===== src/rtl/dm_arbiter.sv =====
// Data-memory port arbiter: serialises pipeline (P) and external (X) accesses over a
// fixed-latency memory. P has priority, and a streak limit keeps X from starving.
module dm_arbiter #(
  parameter int unsigned LAT    = 2,
  parameter int unsigned STREAK = 4
) (
  input  logic        Clk,
  input  logic        Rst,
  input  logic        P_Req,
  input  logic        P_Wr,
  input  logic [31:0] P_Addr,
  input  logic [31:0] P_WD,
  input  logic [2:0]  P_Op,
  output logic        P_Stall,
  output logic        P_Done,
  output logic [31:0] P_RD,
  input  logic        X_Req,
  input  logic        X_Wr,
  input  logic [31:0] X_Addr,
  input  logic [31:0] X_WD,
  input  logic [2:0]  X_Op,
  output logic        X_Done,
  output logic [31:0] X_RD,
  output logic        Mem_En,
  output logic        Mem_Wr,
  output logic [31:0] Mem_Addr,
  output logic [31:0] Mem_WD,
  output logic [2:0]  Mem_Op,
  input  logic [31:0] Mem_RD,
  output logic [1:0]  Dbg_State
);

  // Handshake: a requester raises Req with stable fields and holds them until its
  // one-cycle Done pulse; Req is only sampled in IDLE, so a rise during DONE waits a cycle.
  typedef enum logic [1:0] {
    S_IDLE  = 2'd0,
    S_ISSUE = 2'd1,
    S_WAIT  = 2'd2,
    S_DONE  = 2'd3
  } state_t;

  localparam logic [3:0] LAT_C    = 4'(LAT);
  localparam logic [3:0] STREAK_C = 4'(STREAK);

  state_t      state_q, state_d;
  logic        owner_q, owner_d;   // 1 = X owns the current access
  logic [3:0]  streak_q, streak_d;
  logic [3:0]  cnt_q, cnt_d;
  logic        wr_q, wr_d;
  logic [31:0] addr_q, addr_d;
  logic [31:0] wd_q, wd_d;
  logic [2:0]  op_q, op_d;
  logic [31:0] p_rd_q, p_rd_d;
  logic [31:0] x_rd_q, x_rd_d;
  logic        grant_x;

  assign grant_x = X_Req & (~P_Req | (streak_q >= STREAK_C));

  always_ff @(posedge Clk or posedge Rst) begin
    if (Rst) begin
      state_q  <= S_IDLE;
      owner_q  <= 1'b0;
      streak_q <= 4'd0;
      cnt_q    <= 4'd0;
      wr_q     <= 1'b0;
      addr_q   <= 32'd0;
      wd_q     <= 32'd0;
      op_q     <= 3'd0;
      p_rd_q   <= 32'd0;
      x_rd_q   <= 32'd0;
    end else begin
      state_q  <= state_d;
      owner_q  <= owner_d;
      streak_q <= streak_d;
      cnt_q    <= cnt_d;
      wr_q     <= wr_d;
      addr_q   <= addr_d;
      wd_q     <= wd_d;
      op_q     <= op_d;
      p_rd_q   <= p_rd_d;
      x_rd_q   <= x_rd_d;
    end
  end

  always_comb begin
    state_d  = state_q;
    owner_d  = owner_q;
    streak_d = streak_q;
    cnt_d    = cnt_q;
    wr_d     = wr_q;
    addr_d   = addr_q;
    wd_d     = wd_q;
    op_d     = op_q;
    p_rd_d   = p_rd_q;
    x_rd_d   = x_rd_q;
    case (state_q)
      S_IDLE: begin
        if (P_Req | X_Req) begin
          state_d = S_ISSUE;
          owner_d = grant_x;
          if (grant_x) begin
            wr_d     = X_Wr;
            addr_d   = X_Addr;
            wd_d     = X_WD;
            op_d     = X_Op;
            streak_d = 4'd0;
          end else begin
            wr_d     = P_Wr;
            addr_d   = P_Addr;
            wd_d     = P_WD;
            op_d     = P_Op;
            // Count only P grants that made a waiting X lose
            if (!X_Req)                    streak_d = 4'd0;
            else if (streak_q >= STREAK_C) streak_d = STREAK_C;
            else                           streak_d = streak_q + 4'd1;
          end
        end
      end
      S_ISSUE: begin
        cnt_d   = LAT_C;
        state_d = S_WAIT;
      end
      S_WAIT: begin
        cnt_d = cnt_q - 4'd1;
        if (cnt_q == 4'd1) begin
          state_d = S_DONE;
          if (!wr_q) begin
            if (owner_q) x_rd_d = Mem_RD;
            else         p_rd_d = Mem_RD;
          end
        end
      end
      S_DONE:  state_d = S_IDLE;
      default: state_d = S_IDLE;
    endcase
  end

  always_comb begin
    Mem_En = (state_q == S_ISSUE);
    Mem_Wr = (state_q == S_ISSUE) & wr_q;
    P_Done = (state_q == S_DONE) & ~owner_q;
    X_Done = (state_q == S_DONE) & owner_q;
  end

  assign P_Stall   = P_Req & ~P_Done;
  assign P_RD      = p_rd_q;
  assign X_RD      = x_rd_q;
  assign Mem_Addr  = addr_q;
  assign Mem_WD    = wd_q;
  assign Mem_Op    = op_q;
  assign Dbg_State = state_q;

endmodule

===== config.mk =====
export PLATFORM = sky130hd
export DESIGN_NAME = dm_arbiter
export DESIGN_NICKNAME = d
export VERILOG_FILES = /design/src/rtl/dm_arbiter.sv
export SDC_FILE = /design/constraint.sdc
export NUM_CORES = 1
export LEC_CHECK = 0
export ABC_CLOCK_PERIOD_IN_PS = 4200
export BUFFER_PORTS_ARGS = -buffer_cell sky130_fd_sc_hd__buf_2
export CAP_MARGIN = 20
export CORE_AREA = 3 3 128 130
export DETAILED_ROUTE_END_ITERATION = 10
export DIE_AREA = 0 0 131 133
export PLACE_DENSITY = 0.84
export SLEW_MARGIN = 20
export SYNTH_ARGS = -nofsm -noshare
export SYNTH_HDL_FRONTEND = slang
export SYNTH_SLANG_ARGS = --single-unit

===== constraint.sdc =====
create_clock -name Clk -period 4.2 [get_ports Clk]
set_input_delay 0.42 -clock Clk [delete_from_list [all_inputs] [get_ports Clk]]
set_output_delay 0.42 -clock Clk [all_outputs]
set_load 0.03 [all_outputs]

==> metrics, run 1 <==
CP Launch Type=flop; Synth area leader=dfrtp_1; wire per inst=16.7 um; EDFF count, synth=0; Internal=3900 uW; Final Cycle Share=61.2%; CTS H-tree depth=4; Die Wd=131 um; GP Congestion=0.796; Setup Viol. Count Final=0; TritonCTS Buffers=17; Routed Antenna Nets=0; antenna cells=0; Cells after Synth=around 580; crit-path cells=inv_1, ha_2, buf_4, o21ai_4, buf_4, nand2_1, o211ai_2; layout net count=about 1000; vias per std cell=~5.2; synthesized cell area=6390 sq um; Crit. End Element=flop; DR pass1 iterations=4; Critical Path RT=4460 ps; drc violations=0; post-synth top area share=56.0%; gr ovfl total=0; CP max stage delay=540 ps; clock latency on the worst-skew pair=410 ps; fmax=389 MHz; post-DP HPWL=12.8 mm; switching share of total power=44.5%; worst IR drop on VDD=329 uV; Synth warnings=0; Core Area=15300 sq um; sequential power share=32.3%; port bufs=309; Die Ht=133 um; Clock Skew=9.13 ps; gr usage total=20.1%; Routed WL=18.1 mm; DR iter-0 viols=approximately 260; status=completed; Final Non-Filler Cells=1089; Clock Sinks=approximately 140; Area Overhead vs Synth=35.8%; Netlist cell types=32; first-pass GRT wire length=28.0 mm; NetSw=3130 uW; CTS tree=built; largest net degree at the start of global routing=144; register area share after synthesis=between 50% and 60%; Logic pwr share=46.0%; Slew @ Worst Pin=825 ps; Hold Buf Count CTS=0; Max Slew Vio Count=0; Max Cap Viol=0; fraction of layout cells with a size suffix above 1=just under 50%; Cells after DPL=about 1100; Synth Register Bits=approximately 140; most frequent cell after synthesis=dfrtp_1; worst-path maximum fanout=73; vias in the first global route=between 5000 and 6000; initial core utilization=a little over two fifths; RSZ-0062 raised after global routing=false; post-cts sizing count=0; Final Hold Vio Count=0; Crit. Startpoint=Dbg_State[0]; reg-to-reg startpoint=Dbg_State[0]; top post-synthesis cells by area=dfrtp_1, mux2_2, nand2_1; synth cell count leaders=dfrtp_1, nand2_1, nand4_1, mux2_2, o211ai_1; Slew HR=45.0%; I/O pin total=310; root buf cell=clkbuf_16; Data arrival, critical path=2830 ps; DR vias=5709; kind of critical path=reg -> reg; initial antenna violation count=0; Async SR Flop Fraction=100%; Power Density=811 nW/um^2; Mapped Avg Cell Area=11.0 sq um; Clock Power Share=21.6%; CP delay by family, top=buffers and inverters; Clk pin slew, worst setup/hold paths=roughly 60 ps; Longest Clk Path Bufs=2; Crit path top cell by count=buf_4; setup TNS=0 ps; Top FF cell, synth=dfrtp_1; worst hold path class=in -> async; Post-CTS Setup Bufs=0; die area=17400 sq um; syn nets=762; leakage power total=0.00432 uW; CP max-delay cell=buf_4; FP Rows=45; post-route minimum period=between 2000 and 3000 ps; WP buf/inv=3
path summary, 6_finish.rpt:
check                               to  slack (ps)  cells after the start
min in group Clk              X_RD[14]         250                      2
min                         Mem_WD[20]         230                      3
max                          Mem_Op[1]        1630                      7
max reg2reg                  Mem_Op[1]        1630                      7
min reg2reg                streak_q[3]         480                      1
max in group asynchronous     X_RD[25]        3450                      3
worst min-delay path, delay by kind of cell:
family / cells / cell delay (ps)
buffers and inverters: 3 / 710
through the flow:
| stage | hold slack [ps] | util (%) | instance area [sq um] | total power, uW | worst slack, ps |
|---|---|---|---|---|---|
| 3_3_place_gp | 462 | 52.9 | 8070 | 5470 | 1630 |
| 6_report | 231 | 56.9 | 8680 | 7040 | 1630 |
| 4_1_cts | 230 | 56.9 | 8680 | 7100 | 1600 |
| 2_1_floorplan | 448 | - | 6390 | 4530 | 1990 |
| 3_5_place_dp | 465 | 52.9 | 8070 | 5560 | 1610 |
| 5_1_grt | 232 | 56.9 | 8680 | 7460 | 1400 |
sequential cells by signal, summed over array words and instances, names as in the netlist:
name and flops:
Mem_Addr 32, Mem_WD 32, P_RD 32, X_RD 32
cnt_q 4, streak_q 4, Mem_Op 3, Dbg_State 2
owner_q 1, wr_q 1
area by class of cell:
class                      count  area, sq um
clock buffer                  19          453
inverter                       7         30.0
tap                          211          264
multi-input combinational    378         2570
fill                        1321         6580
sequential                   143         3580
timing repair buffer         318         1630
clock inverter                13          154
metal layers:
| layer | global-route usage (%) | share of wire, % |
|---|---|---|
| met2 | 34.7 | 50 |
| met3 | 7.06 | 9.4 |
| met5 | 0 | 0 |
| met1 | 23.4 | 39 |
| met4 | 5.71 | 1.5 |
cells in the final DEF, fill, tap and decap left out, types with 3 or more instances in the layout:
cell / instances
inv_1: 6
a22o_1: 3
buf_2: 309
clkbuf_16: 17
and2_1: 3
dfrtp_1: 143
nand4_1: 68
inv_6: 4
nand2_1: 137
ha_1: 7
buf_4: 8
o211ai_2: 10
o211ai_1: 58
mux2_2: 65
clkinv_4: 4
nor2b_1: 4
power by group through the flow:
stage | logic, uW | registers [uW] | clock network, uW
floorplan | 1160 | 3370 | 0
global placement | 3200 | 2270 | 0
detailed placement | 3280 | 2290 | 0
CTS | 3270 | 2280 | 1560
global route | 3480 | 2350 | 1630
finish | 3240 | 2280 | 1520
kinds of logic after synthesis:
group	Yosys count	synth area share, %
buffers and inverters	61	4.03
AND/OR/NAND/NOR	223	16.5
flip-flops	143	56.0
multiplexers	67	11.8
AO/OA/AOI/OAI	80	10.1
adder cells (fa/ha/maj)	8	1.57
Power figures use the tool's default switching activity.
==> inputs of run 2 (changes only) <==
==> config.mk (replaced) <==
export PLATFORM = sky130hd
export DESIGN_NAME = dm_arbiter
export DESIGN_NICKNAME = d
export VERILOG_FILES = /design/src/rtl/dm_arbiter.sv
export SDC_FILE = /design/constraint.sdc
export NUM_CORES = 1
export LEC_CHECK = 0
export ABC_AREA = 1
export ABC_CLOCK_PERIOD_IN_PS = 2500
export BUFFER_PORTS_ARGS = -buffer_cell sky130_fd_sc_hd__buf_2
export CAP_MARGIN = 20
export CORE_AREA = 3 3 125 127
export DETAILED_ROUTE_END_ITERATION = 10
export DIE_AREA = 0 0 128 130
export PLACE_DENSITY = 0.87
export SLEW_MARGIN = 20
export SYNTH_ARGS = -nofsm -noshare
export SYNTH_HDL_FRONTEND = slang
export SYNTH_SLANG_ARGS = --single-unit
==> constraint.sdc (replaced) <==
create_clock -name Clk -period 2.5 [get_ports Clk]
set_input_delay 0.25 -clock Clk [delete_from_list [all_inputs] [get_ports Clk]]
set_output_delay 0.25 -clock Clk [all_outputs]
set_load 0.03 [all_outputs]
==> metrics, run 2 <==
first-pass GRT wire length=30.0 mm; Cells after Synth=902; Clk pin slew, worst setup/hold paths=60 ps; Netlist cell types=17; met1 Usage GRT=about 29%; Max Slew Vio Count=0; Final Hold Vio Count=0; Mapped Avg Cell Area=7.57 sq um; gr usage total=22.4%; post-cts sizing count=0; syn nets=1082; Final Cycle Share=77.7%; leakage power total=0.00553 uW; wire per inst=13.5 um; antenna cells=0; final core occ=62.3%; Die Wd=128 um; Die Ht=roughly 130 um; largest net degree at the start of global routing=144; Clock Sinks=roughly 140; die area=16600 sq um; synthesized cell area=6820 sq um; root buf cell=clkbuf_16; GP Congestion=0.896; CP Launch Type=flop; worst IR drop on VDD=between 500 and 600 uV; worst hold path class=in -> async; DR vias=6588; synth cell count leaders=nand2_1, inv_1, dfrtp_1, nand3_1, o21ai_0; GRT busiest layer=met2; Critical Path RT=2840 ps; post-route minimum period=1940 ps; initial core utilization=47.0%; status=completed; FP Rows=44; gr ovfl total=0; Area after DPL=8490 sq um; Top FF cell, synth=dfrtp_1; Routed WL=~19 mm; DR pass1 iterations=5; Hold Buf Count CTS=0; initial antenna violation count=0; met2 usage=37.4%; Longest Clk Path Bufs=2; Finished Cell Area=9060 sq um; vias per std cell=4.75; EDFF count, synth=0; Max Cap Viol=0; commonest cells after routing, fill and taps aside=buf_2, nand2_1, inv_1; kind of critical path=reg -> reg; DR iter-0 viols=403; drc violations=0; grt met3 use=3.85%; post-DP HPWL=13.5 mm; post-synth top area share=52.4%; I/O pin total=310; Pwr Total=11700 uW; Data arrival, critical path=2280 ps; layout net count=about 1400; Slew @ Worst Pin=745 ps; most frequent cell after synthesis=nand2_1; RSZ-0062 raised after global routing=false; Slew HR=50.3%; worst-path maximum fanout=72; CTS H-tree depth=4; Synth warnings=0; top post-synthesis cells by area=dfrtp_1, nand2_1, nand3_1; most common cell after layout, fill and taps aside=buf_2; Post-CTS Setup Bufs=0; port bufs=slightly above 300; fraction of layout cells with a size suffix above 1=29.7%; worst setup margin=557 ps; Crit. End Element=flop; setup TNS=0 ps; Async SR Flop Fraction=100%; Synth Register Bits=143; clock latency on the worst-skew pair=410 ps; fmax=515 MHz; DP Worst Slack=572 ps; register area share after synthesis=52.4%; Power Density=~1300 nW/um^2; TritonCTS Buffers=17; vias in the first global route=6182; Core Area=14500 sq um; Synth area leader=dfrtp_1; CTS tree=built; Area Overhead vs Synth=32.7%; Routed Antenna Nets=0; Setup Viol. Count Final=0; Clock Skew=approximately 12 ps
==> run 2: cell types whose count changed in the layout (fill, tap and decap cells not counted), sizes merged, moves of 3 or more <==
cell    previous run  this run
nor2               2        13
nand4             68         0
mux2              66         0
o21ai              3        72
and2               4         0
nand3              2       139
nand2            137       288
inv               11       189
a22o               3         0
o211ai            68         0
nor2b              4         0
==> run 2: worst paths after layout <==
path / startpoint / to / slack [ps] / depth (start not counted)
min in group Clk: Mem_RD[13] / X_RD[13] / 110 / 3
hold / removal: Rst / Mem_WD[7] / 80 / 3
hold reg to reg: Mem_Addr[2] / Mem_Addr[2] / 470 / 2
max in group asynchronous: Rst / streak_q[1] / 1870 / 3
setup reg to reg: Dbg_State[0] / Mem_WD[12] / 560 / 8
setup / recovery: Dbg_State[0] / Mem_WD[12] / 560 / 8
==> run 2: layer usage <==
layer,up-vias,routed length [um]
met5,-,0
met4,0,401
met3,32,1180
met2,271,9460
met1,2987,7750
li1,3298,-
==> run 2: power breakdown <==
part | internal (uW) | leakage (uW) | switching, uW | total, uW
Combinational | 1510 | 0.00369 | 3850 | 5360
Clock | 1370 | 0.000276 | 990 | 2360
Sequential | 3350 | 0.00156 | 603 | 3950
==> run 2: metrics by stage <==
step	hold slack, ps	cells
finish	76.9	1387
floorplan	409	902
global route	113	1387
detailed placement	460	1355
CTS	92.3	1387
global placement	460	1355
==> run 2: cells by family after synthesis <==
group	share of synthesized area [%]
buffers and inverters	13.4
AO/OA/AOI/OAI	5.87
AND/OR/NAND/NOR	26.8
flip-flops	52.4
adder cells (fa/ha/maj)	1.47
==> run 2: area by class of cell <==
class	count	area, sq um
clock buffer	20	467
inverter	186	702
timing repair buffer	317	1640
sequential	143	3580
fill	1307	5480
tap	184	230
multi-input combinational	525	2330
clock inverter	12	101
==> run 2: critical path: stages (launching register included) <==
cell,delay [ps]
dfrtp_1,420
inv_1,100
ha_1,240
inv_1,110
a21oi_4,90
inv_2,60
buf_4,590
nand2_1,150
nand2_1,110
